<file path="src/rtl/dual_prior_enc_pkg.sv">
// Shared constants and helpers for the dual priority encoder.
// Holds the default request width, index width computation and the zero index.
package dual_prior_enc_pkg;

   localparam int WIDTH_DEF = 12;
   localparam int ZERO_IDX  = 0;

   // At least one index bit even for the narrowest legal request vector.
   function automatic int idx_width(input int w);
      return (w <= 2) ? 1 : $clog2(w);
   endfunction

endpackage

</file>
<file path="src/rtl/dual_prior_enc_prio_enc.sv">
// MSB-first priority encoder: index of the highest set request bit plus valid.
// Latency: combinational. Backpressure: none, evaluates every cycle.
module prio_enc
   import dual_prior_enc_pkg::*;
#(
   parameter int WIDTH = WIDTH_DEF,
   parameter int IDX_W = idx_width(WIDTH)
) (
   input  logic [WIDTH-1:0] req,
   output logic [IDX_W-1:0] idx,
   output logic             vld
);

   // Ascending scan: the last set bit seen is the highest, so it wins.
   always_comb begin
      idx = IDX_W'(ZERO_IDX);
      vld = 1'b0;
      for (int i = 0; i < WIDTH; i++) begin
         if (req[i]) begin
            idx = IDX_W'(i);
            vld = 1'b1;
         end
      end
   end

endmodule

</file>
<file path="src/rtl/dual_prior_enc.sv">
// Dual priority encoder: indices of the two highest set bits of in, MSB first.
// Latency: 0 cycles, or 1 cycle with DUAL_PRIOR_ENC_REG_OUT_EN defined. Backpressure: none.
module dual_prior_enc
   import dual_prior_enc_pkg::*;
#(
   parameter int WIDTH = WIDTH_DEF,
   parameter int IDX_W = idx_width(WIDTH)
) (
   input  logic             clk,
   input  logic             rst,
   input  logic [WIDTH-1:0] in,
   output logic [IDX_W-1:0] first,
   output logic [IDX_W-1:0] second,
   output logic             first_vld,
   output logic             second_vld
);

   logic [IDX_W-1:0] f_idx;
   logic [IDX_W-1:0] s_idx;
   logic             f_v;
   logic             s_v;
   logic [WIDTH-1:0] first_oh;
   logic [WIDTH-1:0] masked;

   prio_enc #(.WIDTH(WIDTH), .IDX_W(IDX_W)) u_enc_first (
      .req (in),
      .idx (f_idx),
      .vld (f_v)
   );

   // Knock out the winning bit via a decode of its index; the rest competes for second.
   assign first_oh = f_v ? (WIDTH'(1) << f_idx) : '0;
   assign masked   = in & ~first_oh;

   prio_enc #(.WIDTH(WIDTH), .IDX_W(IDX_W)) u_enc_second (
      .req (masked),
      .idx (s_idx),
      .vld (s_v)
   );

`ifdef DUAL_PRIOR_ENC_REG_OUT_EN
   always_ff @(posedge clk or posedge rst) begin
      if (rst) begin
         first      <= IDX_W'(ZERO_IDX);
         second     <= IDX_W'(ZERO_IDX);
         first_vld  <= 1'b0;
         second_vld <= 1'b0;
      end else begin
         first      <= f_idx;
         second     <= s_idx;
         first_vld  <= f_v;
         second_vld <= s_v;
      end
   end
`else
   // Clock and reset are kept on the port list so both builds share one footprint.
   logic unused_clk_rst;
   assign unused_clk_rst = clk | rst;

   assign first      = f_idx;
   assign second     = s_idx;
   assign first_vld  = f_v;
   assign second_vld = s_v;
`endif

endmodule

</file>
<file path="config.mk">
export PLATFORM = sky130hd
export DESIGN_NAME = dual_prior_enc
export DESIGN_NICKNAME = d
export VERILOG_FILES = /design/src/rtl/dual_prior_enc_pkg.sv /design/src/rtl/dual_prior_enc_prio_enc.sv /design/src/rtl/dual_prior_enc.sv
export SDC_FILE = /design/constraint.sdc
export NUM_CORES = 1
export LEC_CHECK = 0
export CAP_MARGIN = 10
export CORE_AREA = 2 2 39 41
export DETAILED_ROUTE_END_ITERATION = 16
export DIE_AREA = 0 0 41 43
export REMOVE_ABC_BUFFERS = 1
export SKIP_LAST_GASP = 1
export SLEW_MARGIN = 10
export SYNTH_ARGS = -nofsm -noshare
export SYNTH_HDL_FRONTEND = slang
export SYNTH_HIERARCHICAL = 1
export SYNTH_SLANG_ARGS = --single-unit
</file>
<file path="constraint.sdc">
create_clock -name vclk -period 2.6
set_input_delay 0.52 -clock vclk [all_inputs]
set_output_delay 0.52 -clock vclk [all_outputs]
set_load 0.005 [all_outputs]
</file>
* After elaboration in Yosys (flattened, before gate mapping)
Index checks and enable logic that the tools add are counted. W data, S select, Z words.
Word-level totals: bits in registers 0, bits in latches 0, memory bits (writable) 0, bits in read-only memories 0, bits of input ports 14, output and inout bits 10, memories kept 0
Cells by class: $add $sub $neg 0, $mul 0, div/mod/pow operators 0, magnitude comparators 0, eq/ne operators 0, shift-type cells 1, muxes and demuxes 47, bitwise operators 2, reduce and logical (&&, ||, !) cells 0
Operators by type and width (number):
- $mux W4 | 8
- $mux W1 | 26
- $mux W3 | 8
- $and A12 B12 Y12 | 1
- $mux W12 | 1
- $not A12 Y12 | 1
- $shl A1 B4 Y12 const A | 1
- $mux W2 | 4

* Logic depth before layout (Yosys ltp)
Gate-level depths: netlist of the first run.
depth after elaboration 27, depth in mapped cells 8, gate-level depth less buffers 8

* Modules after synthesis
Netlist of the first run, hierarchy kept.
Modules (own cells, without submodules):
- prio_enc | instances 2, cells each 20, area each 106.4 µm², sequential area each 0.0 µm²
- dual_prior_enc | instances 1, cells each 23, area each 148.9 µm², sequential area each 0.0 µm²

* Worst setup path before layout of the first run
Ideal clock, no wire load.
kind input-to-output, from in in[2], to out second[1], data arrival time 2073 ps, required time 2080 ps, slack 7 ps, stages on the path 8, path buffers 0, cell sequence nand2b_1 -> a221o_1 -> a21oi_1 -> nand3_1 -> o31a_1 -> nor2_1 -> o31ai_1 -> a211o_1
RTL lines:
- from (decl) | RTL line dual_prior_enc.sv:11 | input logic [WIDTH-1:0] in,
- $mux W2 (2 in series) | RTL line dual_prior_enc_prio_enc.sv:19 | if (req[i]) begin
- $mux W3 (4 in series) | RTL line dual_prior_enc_prio_enc.sv:19
- $mux W4 (4 in series) | RTL line dual_prior_enc_prio_enc.sv:19
- named net first[0] | RTL line dual_prior_enc.sv:12 | output logic [IDX_W-1:0] first,
- $shl A1 B4 Y12 | RTL line dual_prior_enc.sv:32 | assign first_oh = f_v ? (WIDTH'(1) << f_idx) : '0;
- $mux W12 | RTL line dual_prior_enc.sv:32
- $not A12 Y12 | RTL line dual_prior_enc.sv:33 | assign masked = in & ~first_oh;
- $and A12 B12 Y12 | RTL line dual_prior_enc.sv:33
- named net masked[3] | RTL line dual_prior_enc.sv:23 | logic [WIDTH-1:0] masked;
- $mux W2 | RTL line dual_prior_enc_prio_enc.sv:19
- $mux W3 (4 in series) | RTL line dual_prior_enc_prio_enc.sv:19
- $mux W4 (4 in series) | RTL line dual_prior_enc_prio_enc.sv:19
- to (decl) | RTL line dual_prior_enc.sv:13 | output logic [IDX_W-1:0] second,
The timed path passes the listed nets, and every way through them passes these cells.

* Worst setup path in the final report of the first run
from in in[10], to out second_vld
RTL lines:
- $mux W4 (2 in series) | RTL line dual_prior_enc_prio_enc.sv:19
- $shl A1 B4 Y12 | RTL line dual_prior_enc.sv:32
- $mux W12 * | RTL line dual_prior_enc.sv:32
- $not A12 Y12 * | RTL line dual_prior_enc.sv:33
- $and A12 B12 Y12 * | RTL line dual_prior_enc.sv:33
- named net masked[4] | RTL line dual_prior_enc.sv:23
- $mux W1 * (8 in series) | RTL line dual_prior_enc_prio_enc.sv:19
- to (decl) | RTL line dual_prior_enc.sv:15 | output logic second_vld
Mark *: on every way through the listed nets, which the timed path passes. The rest lies on a longest branch.

==> impl_summary.txt, run 1 <==
----------------------------------------------------
[Timing]
  Total Neg Setup Slack ... -1520 ps
  Number of failing setup endpoints in the final timing report ... 5
  Final Max Slew Viols ... 0
  Final period util ... 113%
  Max Freq ... 340 MHz
  Final worst slack ... -342 ps
  Hold Vio Cnt, Final ... 0
  Slew of the pin with the lowest slew margin ... 325 ps
  Worst relative slew slack ... 78.2%
  Final Critical Period ... 2940 ps
  Final hold slack ... 1650 ps
  RSZ-0062 raised after global routing ... yes

[Hold path]
  Hold Path Stages ... 6
  Hold-critical path endpoint ... second_vld
  Hold Startpoint ... in[2]
  Hold crit path type ... in -> out

[Floorplanning]
  # rows ... 14
  Die H ... 43 microns
  Count of boundary I/O pins ... 24
  Width of the die ... 41 microns
  Floorplan Core Area ... 1380 sq um
  Initial standard-cell utilization of the core ... 26.1%
  Die Footprint ... 1760 sq um

[Detailed routing]
  Routed length per instance ... 15.7 microns
  First-pass iteration count of the detailed router ... 4
  Drt drc ... 0
  DR iter-0 viols ... 6
  Via density per instance ... 5.43
  Total Routed Length ... 2.17 mm
  Number of antenna-violating nets in the routed design ... 0
  Total number of vias ... 749

[Place]
  Total half-perimeter wirelength after legalization and detailed placement ... 1.27 mm
  Count of input and output buffers ... 22
  Post-Place Cells ... 125
  Final estimated routing congestion in global placement ... 0.881

[Synthesis]
  Leading post-synthesis cells by instance count ... sky130_fd_sc_hd__nor2_1, sky130_fd_sc_hd__inv_1, sky130_fd_sc_hd__nand2b_1, sky130_fd_sc_hd__o21a_1
  Post-synthesis average cell area ... 5.74 sq um
  Distinct cells, synth ... 17
  Count of yosys warnings during synthesis ... 6
  Dominant cell type by area after synthesis ... sky130_fd_sc_hd__nor2_1
  Combined area of all synthesized cells ... 362 sq um
  Cells taking the most area after synthesis ... sky130_fd_sc_hd__nor2_1, sky130_fd_sc_hd__o21a_1, sky130_fd_sc_hd__nand2b_1, sky130_fd_sc_hd__inv_1, sky130_fd_sc_hd__o31a_1
  Sequential fraction of the synthesis area ... 0%
  Most common cell in the netlist ... sky130_fd_sc_hd__nor2_1
  Synth Instances ... 63
  Portion of synthesized cell area occupied by the leading cell type ... 12.5%

[GRT]
  Overflow left after global routing ... 0
  GRT Overall Usage ... 26.4%
  First-pass GRT wire length ... 3.26 mm
  Maximum number of pins on one net before global-route repair ... 9
  Initial antenna violation count ... 0
  Number of global-route vias before repair ... 763

[Run status]
  Run status ... finished with violations
  Violations in the final reports ... negative setup slack

[Pwr]
  Cell internal pwr ... 0.101 mW
  Fraction of power consumed by sequential logic ... 0%
  Static Leak ... 0.480 nW
  Switching fraction of total power ... 44.7%
  Proportion of power drawn by combinational gates ... 100.0%
  Overall power after layout ... 0.182 mW
  Total power divided by cell area ... 168 nW/um^2
  Switch Pwr ... 0.0813 mW
  Clock network fraction of design power ... 0%
  Worst ir drop on vdd ... 0.0985 mV

[Worst setup path]
  Worst endpoint required time ... 2080 ps
  CP startpoint kind ... primary input
  Maximum fanout encountered on the critical timing path ... 5
  Data arrival time of the worst path ... 2420 ps
  Classification of the worst setup path ... in -> out
  Launching element of the worst setup path ... in[10]
  Type of destination of the critical path ... output pin

[Layout]
  Storage element area ... 0 sq um
  Number of non-filler instances in the completed layout ... 138
  Antenna diode count ... 0
  Number of nets in the final layout ... 138
  CLK BUF ... 0
  Final core utilization ... 78.4%
  Fraction of layout instances using a drive strength above 1 ... 62.3%
  Number of sequential cells ... 0
  Synth-to-layout area growth ... 200%
  Fillcell total ... 92

[Job]
  Max-cap violations ... 0

[CTS]
  Hold-fix buffers at CTS ... 0

----------------------------------------------------
## routing by layer
metal | up-vias | share of wire, % | GRT usage [%] | routed length, microns
met5 | - | 0 | 0 | 0
met4 | 0 | 4.2 | 10.0 | 91
met3 | 8 | 5.1 | 0.524 | 110
met2 | 36 | 55 | 50.0 | 1190
met1 | 347 | 36 | 27.9 | 770
li1 | 358 | - | - | -
## kinds of logic after synthesis
| family | synth area share (%) |
|---|---|
| buffers and inverters | 9.34 |
| AND/OR/NAND/NOR | 45.7 |
| AO/OA/AOI/OAI | 45.0 |
## critical path, cell delays in order
cell                              delay [ps]
sky130_fd_sc_hd__clkdlybuf4s15_1         250
sky130_fd_sc_hd__inv_1                    70
sky130_fd_sc_hd__a21oi_2                 210
sky130_fd_sc_hd__a21oi_4                  70
sky130_fd_sc_hd__buf_4                   140
sky130_fd_sc_hd__buf_6                   110
sky130_fd_sc_hd__nor3b_4                 260
sky130_fd_sc_hd__a31oi_4                 150
sky130_fd_sc_hd__nor4_2                  360
sky130_fd_sc_hd__nand4_1                 120
sky130_fd_sc_hd__buf_2                   150
## stage by stage
stage	setup slack, ps	instance area [sq um]
global placement	-1040	782
CTS	-287	1020
detailed placement	-1070	782
finish	-342	1080
global route	-422	1080
floorplan	6.79	362
## cells in the final DEF, fill, tap and decap left out
cell | netlist | layout
sky130_fd_sc_hd__o31a_1 | 3 | 3
sky130_fd_sc_hd__o21a_1 | 6 | 6
sky130_fd_sc_hd__nand2b_4 | 0 | 3
sky130_fd_sc_hd__nor2_1 | 12 | 6
sky130_fd_sc_hd__a31oi_4 | 0 | 2
sky130_fd_sc_hd__nor3_4 | 0 | 1
sky130_fd_sc_hd__inv_1 | 9 | 9
sky130_fd_sc_hd__nand2_1 | 2 | 1
sky130_fd_sc_hd__dlygate4sd2_1 | 0 | 1
sky130_fd_sc_hd__nand3b_1 | 2 | 2
sky130_fd_sc_hd__nand4_1 | 2 | 2
sky130_fd_sc_hd__nor3b_4 | 0 | 1
sky130_fd_sc_hd__nor2_4 | 0 | 3
sky130_fd_sc_hd__nor3_1 | 2 | 1
sky130_fd_sc_hd__a211o_1 | 2 | 2
sky130_fd_sc_hd__clkdlybuf4s15_1 | 0 | 1
sky130_fd_sc_hd__a21oi_2 | 0 | 2
sky130_fd_sc_hd__o31ai_1 | 2 | 1
sky130_fd_sc_hd__buf_2 | 0 | 7
sky130_fd_sc_hd__a31oi_1 | 3 | 1
sky130_fd_sc_hd__nand2_2 | 0 | 1
sky130_fd_sc_hd__clkdlybuf4s50_1 | 0 | 4
sky130_fd_sc_hd__buf_8 | 0 | 2
sky130_fd_sc_hd__nand2b_1 | 6 | 3
sky130_fd_sc_hd__nor2_2 | 0 | 3
sky130_fd_sc_hd__a221o_1 | 2 | 2
sky130_fd_sc_hd__clkdlybuf4s15_2 | 0 | 2
sky130_fd_sc_hd__o31ai_4 | 0 | 1
sky130_fd_sc_hd__buf_4 | 0 | 31
sky130_fd_sc_hd__nor4_2 | 0 | 2
sky130_fd_sc_hd__buf_6 | 0 | 10
sky130_fd_sc_hd__nand3_2 | 0 | 1
sky130_fd_sc_hd__a21oi_4 | 0 | 2
sky130_fd_sc_hd__dlymetal6s2s_1 | 0 | 1
sky130_fd_sc_hd__nor4_4 | 0 | 2
## cell type report
class,instances,area (sq um),area share [%]
inverter,9,33.8,3.11
tap,16,20.0,1.85
timing repair buffer,59,504,46.5
multi-input combinational,54,527,48.6
## power groups by stage
stage	combinational, mW	clock [mW]	sequential, mW
final	0.182	0	0
after global routing	0.195	0	0
after CTS	0.160	0	0
after detailed placement	0.123	0	0
after global placement	0.123	0	0
after floorplan	0.0449	0	0
## what timing repair did
| item | in CTS | in global routing |
|---|---|---|
| endpoints found under the setup margin | 9 | 6 |
| pin swaps | 28 | 17 |
| resized for setup | 100 | 19 |
| cloned | 0 | 0 |
| buffers inserted | 12 | 1 |
## how the worst max path moves through the flow
stage            endpoint  cells past startpoint
6_report       second_vld                     11
3_5_place_dp    second[1]                      9
5_1_grt         second[1]                     12
3_3_place_gp    second[0]                      9
4_1_cts        second_vld                     10
2_1_floorplan   second[1]                      8
Note: power is estimated with default switching activity, not from simulation.
==> run 2: changes to the inputs <==
Settings changed: CELL_PAD_IN_SITES_DETAIL_PLACEMENT set to 1, CELL_PAD_IN_SITES_GLOBAL_PLACEMENT set to 1, CORE_AREA 2 2 39 41 to unset, CORE_MARGIN set to 2, CORE_UTILIZATION set to 24, DIE_AREA 0 0 41 43 to unset, PLACE_DENSITY_LB_ADDON set to 0.1, RECOVER_POWER set to 25.
==> run 2 against run 1 <==
  * The run now fails in global routing (5_1_grt)
  * Synthesized cell count did not move
  * Synthesized area unchanged
==> impl_summary.txt, run 2 <==
----------------------------------------------------
[Run status]
  Run status ... aborted with a tool error
  Last stage reached ... global routing (5_1_grt)
  Error Message ... [ERROR DPL-0033] detailed placement checks failed during check placement.

[GRT]
  Maximum number of pins on one net before global-route repair ... 9
  Initial antenna violation count ... 0

[Synthesis]
  Synth Instances ... 63 (unchanged)
  Portion of synthesized cell area occupied by the leading cell type ... 12.5% (unchanged)
  Distinct cells, synth ... 17 (unchanged)
  Cells taking the most area after synthesis ... sky130_fd_sc_hd__nor2_1, sky130_fd_sc_hd__o21a_1, sky130_fd_sc_hd__nand2b_1, sky130_fd_sc_hd__inv_1, sky130_fd_sc_hd__o31a_1
  Combined area of all synthesized cells ... 362 sq um (unchanged)
  Most common cell in the netlist ... sky130_fd_sc_hd__nor2_1
  Dominant cell type by area after synthesis ... sky130_fd_sc_hd__nor2_1
  Post-synthesis average cell area ... 5.74 sq um (unchanged)
  Count of yosys warnings during synthesis ... 6 (unchanged)
  Leading post-synthesis cells by instance count ... sky130_fd_sc_hd__nor2_1, sky130_fd_sc_hd__inv_1, sky130_fd_sc_hd__nand2b_1, sky130_fd_sc_hd__o21a_1
  Sequential fraction of the synthesis area ... 0% (unchanged)

[CTS]
  Hold-fix buffers at CTS ... 0 (unchanged)

[Place]
  Total half-perimeter wirelength after legalization and detailed placement ... 1.45 mm (+15%)
  Count of input and output buffers ... 22 (unchanged)
  Final estimated routing congestion in global placement ... 0.836 (-5.1%)

[Floorplanning]
  # rows ... 14 (unchanged)
  Width of the die ... 42.8 microns (+4.4%)
  Initial standard-cell utilization of the core ... 24.9% (-1.3 points)
  Die H ... 42.8 microns (-0.43%)
  Count of boundary I/O pins ... 24 (unchanged)

[Timing]
  Crit. endpoint post-GRT repair ... second_vld
  Worst endpoint type ... primary output

----------------------------------------------------
run 2: cell counts after synthesis:
No cell type changed its count.
run 2: cell families after synthesis:
family,after synthesis,share of synthesized area [%]
and+or+nand+nor,32,45.7
AOI/OAI and AO/OA,22,45.0
buffers and inverters,9,9.34
run 2: what timing repair did:
action,in CTS
endpoints found under the setup margin,9
cloned,0
setup buffers,20
resized for setup,95
pin swaps,24
run 2: per-stage QoR:
step	cell area [sq um]	std cells	TNS [ps]	hold slack [ps]	worst slack (ps)
after floorplan	362	63	0	1170	6.79
after global placement	752	121	-5770	2290	-1070
after detailed placement	752	121	-6300	2300	-1230
after CTS	1030	141	-1610	1690	-389
==> run 3: changes to the inputs <==
Settings changed: CELL_PAD_IN_SITES_DETAIL_PLACEMENT 1 to unset, CELL_PAD_IN_SITES_GLOBAL_PLACEMENT 1 to unset, CORE_AREA set to 2 2 63 65, CORE_MARGIN 2 to unset, CORE_UTILIZATION 24 to unset, DIE_AREA set to 0 0 65 67, PLACE_DENSITY_LB_ADDON 0.1 to 0.15.
==> run 3 against run 2 <==
  * The flow now finishes, with violations (negative setup slack)
==> impl_summary.txt, run 3 (synthesis results as in run 1) <==
----------------------------------------------------
[GRT]
  First-pass GRT wire length ... 3.46 mm
  Number of global-route vias before repair ... 767
  Global-route layer with the greatest usage ... met2
  GRT Overall Usage ... 9.80%
  Met1 Track Usage GR ... 12.9%
  Met3 capacity usage during global routing ... 0.676%
  Maximum number of pins on one net before global-route repair ... 9
  Met2 usage in global routing ... 18.4%
  Initial antenna violation count ... 0
  Overflow left after global routing ... 0

[Timing]
  Hold Vio Cnt, Final ... 0
  Number of failing setup endpoints in the final timing report ... 5
  Final Max Slew Viols ... 0
  Max Freq ... 340 MHz
  Slew of the pin with the lowest slew margin ... 292 ps
  RSZ-0062 raised after global routing ... yes
  Final period util ... 113%
  Final worst slack ... -340 ps
  Worst relative slew slack ... 80.4%
  Final Critical Period ... 2940 ps

[Run status]
  Violations in the final reports ... negative setup slack
  Run status ... finished with violations

[Detailed routing]
  Via density per instance ... 4.16
  Total Routed Length ... 2.01 mm
  Total number of vias ... 732
  Routed length per instance ... 11.4 microns
  First-pass iteration count of the detailed router ... 4
  DR iter-0 viols ... 11
  Drt drc ... 0
  Number of antenna-violating nets in the routed design ... 0

[Worst setup path]
  Type of destination of the critical path ... output pin
  Launching element of the worst setup path ... in[5]
  Classification of the worst setup path ... in -> out
  CP startpoint kind ... primary input
  Data arrival time of the worst path ... 2420 ps
  Worst endpoint required time ... 2080 ps
  Maximum fanout encountered on the critical timing path ... 5

[Layout]
  Number of sequential cells ... 0
  Storage element area ... 0 sq um
  Leading cell types in the layout, fill and taps excluded ... sky130_fd_sc_hd__buf_4, sky130_fd_sc_hd__inv_1, sky130_fd_sc_hd__buf_2
  Most frequent standard cell in the layout excluding fill and tap cells ... sky130_fd_sc_hd__buf_4
  Fillcell total ... 392
  Synth-to-layout area growth ... 211%
  Number of nets in the final layout ... 144
  CLK BUF ... 0
  Non-Filler Cell Area, Final ... 1120 sq um
  Final core utilization ... 31.2%
  Fraction of layout instances using a drive strength above 1 ... 62.5%
  Antenna diode count ... 0

[Pwr]
  Static Leak ... 0.496 nW
  Total power divided by cell area ... 159 nW/um^2
  Worst ir drop on vdd ... 0.0433 mV

[Hold path]
  Hold crit path type ... in -> out
  Hold Startpoint ... in[5]

[Floorplanning]
  Initial standard-cell utilization of the core ... 10.0% (-15 points)
  Die Footprint ... 4360 sq um
  Floorplan Core Area ... 3610 sq um
  Die H ... 67 microns (+56%)
  Width of the die ... 65 microns (+52%)
  Count of boundary I/O pins ... 24 (unchanged)
  # rows ... 22 (+8)

[Place]
  Worst setup slack after placement ... -1150 ps (+77.8 ps)
  Count of input and output buffers ... 22 (unchanged)
  Total half-perimeter wirelength after legalization and detailed placement ... 1.49 mm (+2.5%)
  Standard cell area after detailed placement ... 837 sq um (+11%)
  Final estimated routing congestion in global placement ... 0.721 (-14%)

[Job]
  Max-cap violations ... 0

----------------------------------------------------
-- run 3: final timing paths --
kind | slack, ps | depth (start not counted) | end
worst max-delay path | -340 | 11 | second[0]
worst min-delay path | 1590 | 5 | second_vld
-- run 3: per-stage QoR --
step	total power, mW	cells	TNS [ps]	hold slack (ps)
after floorplan	0.0449	63	0	1170
after global placement	0.132	159	-6320	2340
after detailed placement	0.130	159	-6380	2350
after CTS	0.164	175	-1640	1680
after global routing	0.194	176	-2130	1650
final	0.179	176	-1440	1590
-- run 3: report_power, final --
| part | internal, mW | switching [mW] | leakage, nW |
|---|---|---|---|
| Sequential | 0 | 0 | 0 |
| Combinational | 0.100 | 0.0785 | 0.496 |
| Clock | 0 | 0 | 0 |
| Total | 0.100 | 0.0785 | 0.496 |
-- run 3: area by class of cell --
cell class	instances	area (sq um)	share of cell area, %
repair buffers	65	512	45.5
well taps	48	60.1	5.34
inverters	9	33.8	3.00
multi-input cells	54	519	46.2
-- run 3: layer usage --
metal	vias to the layer above	wire length [microns]
li1	368	-
met1	346	884
met2	18	1030
met3	0	98
met4	0	0
met5	-	0
-- run 3: repair_timing --
action                     4_1_cts  5_1_grt
hold buffers                     0        0
gates resized for setup         84       25
setup endpoints to repair        9        8
pin swaps                       27       16
buffers inserted                17        1
-- run 3: critical path, stage by stage --
cell                      delay [ps]
sky130_fd_sc_hd__buf_4           140
sky130_fd_sc_hd__nor4_4          350
sky130_fd_sc_hd__nand4_1         220
sky130_fd_sc_hd__buf_4           200
sky130_fd_sc_hd__nand3_4          90
sky130_fd_sc_hd__o31a_1          150
sky130_fd_sc_hd__buf_4           130
sky130_fd_sc_hd__nor2_1           40
sky130_fd_sc_hd__a221o_1         320
sky130_fd_sc_hd__a21oi_1         120
sky130_fd_sc_hd__buf_2           130
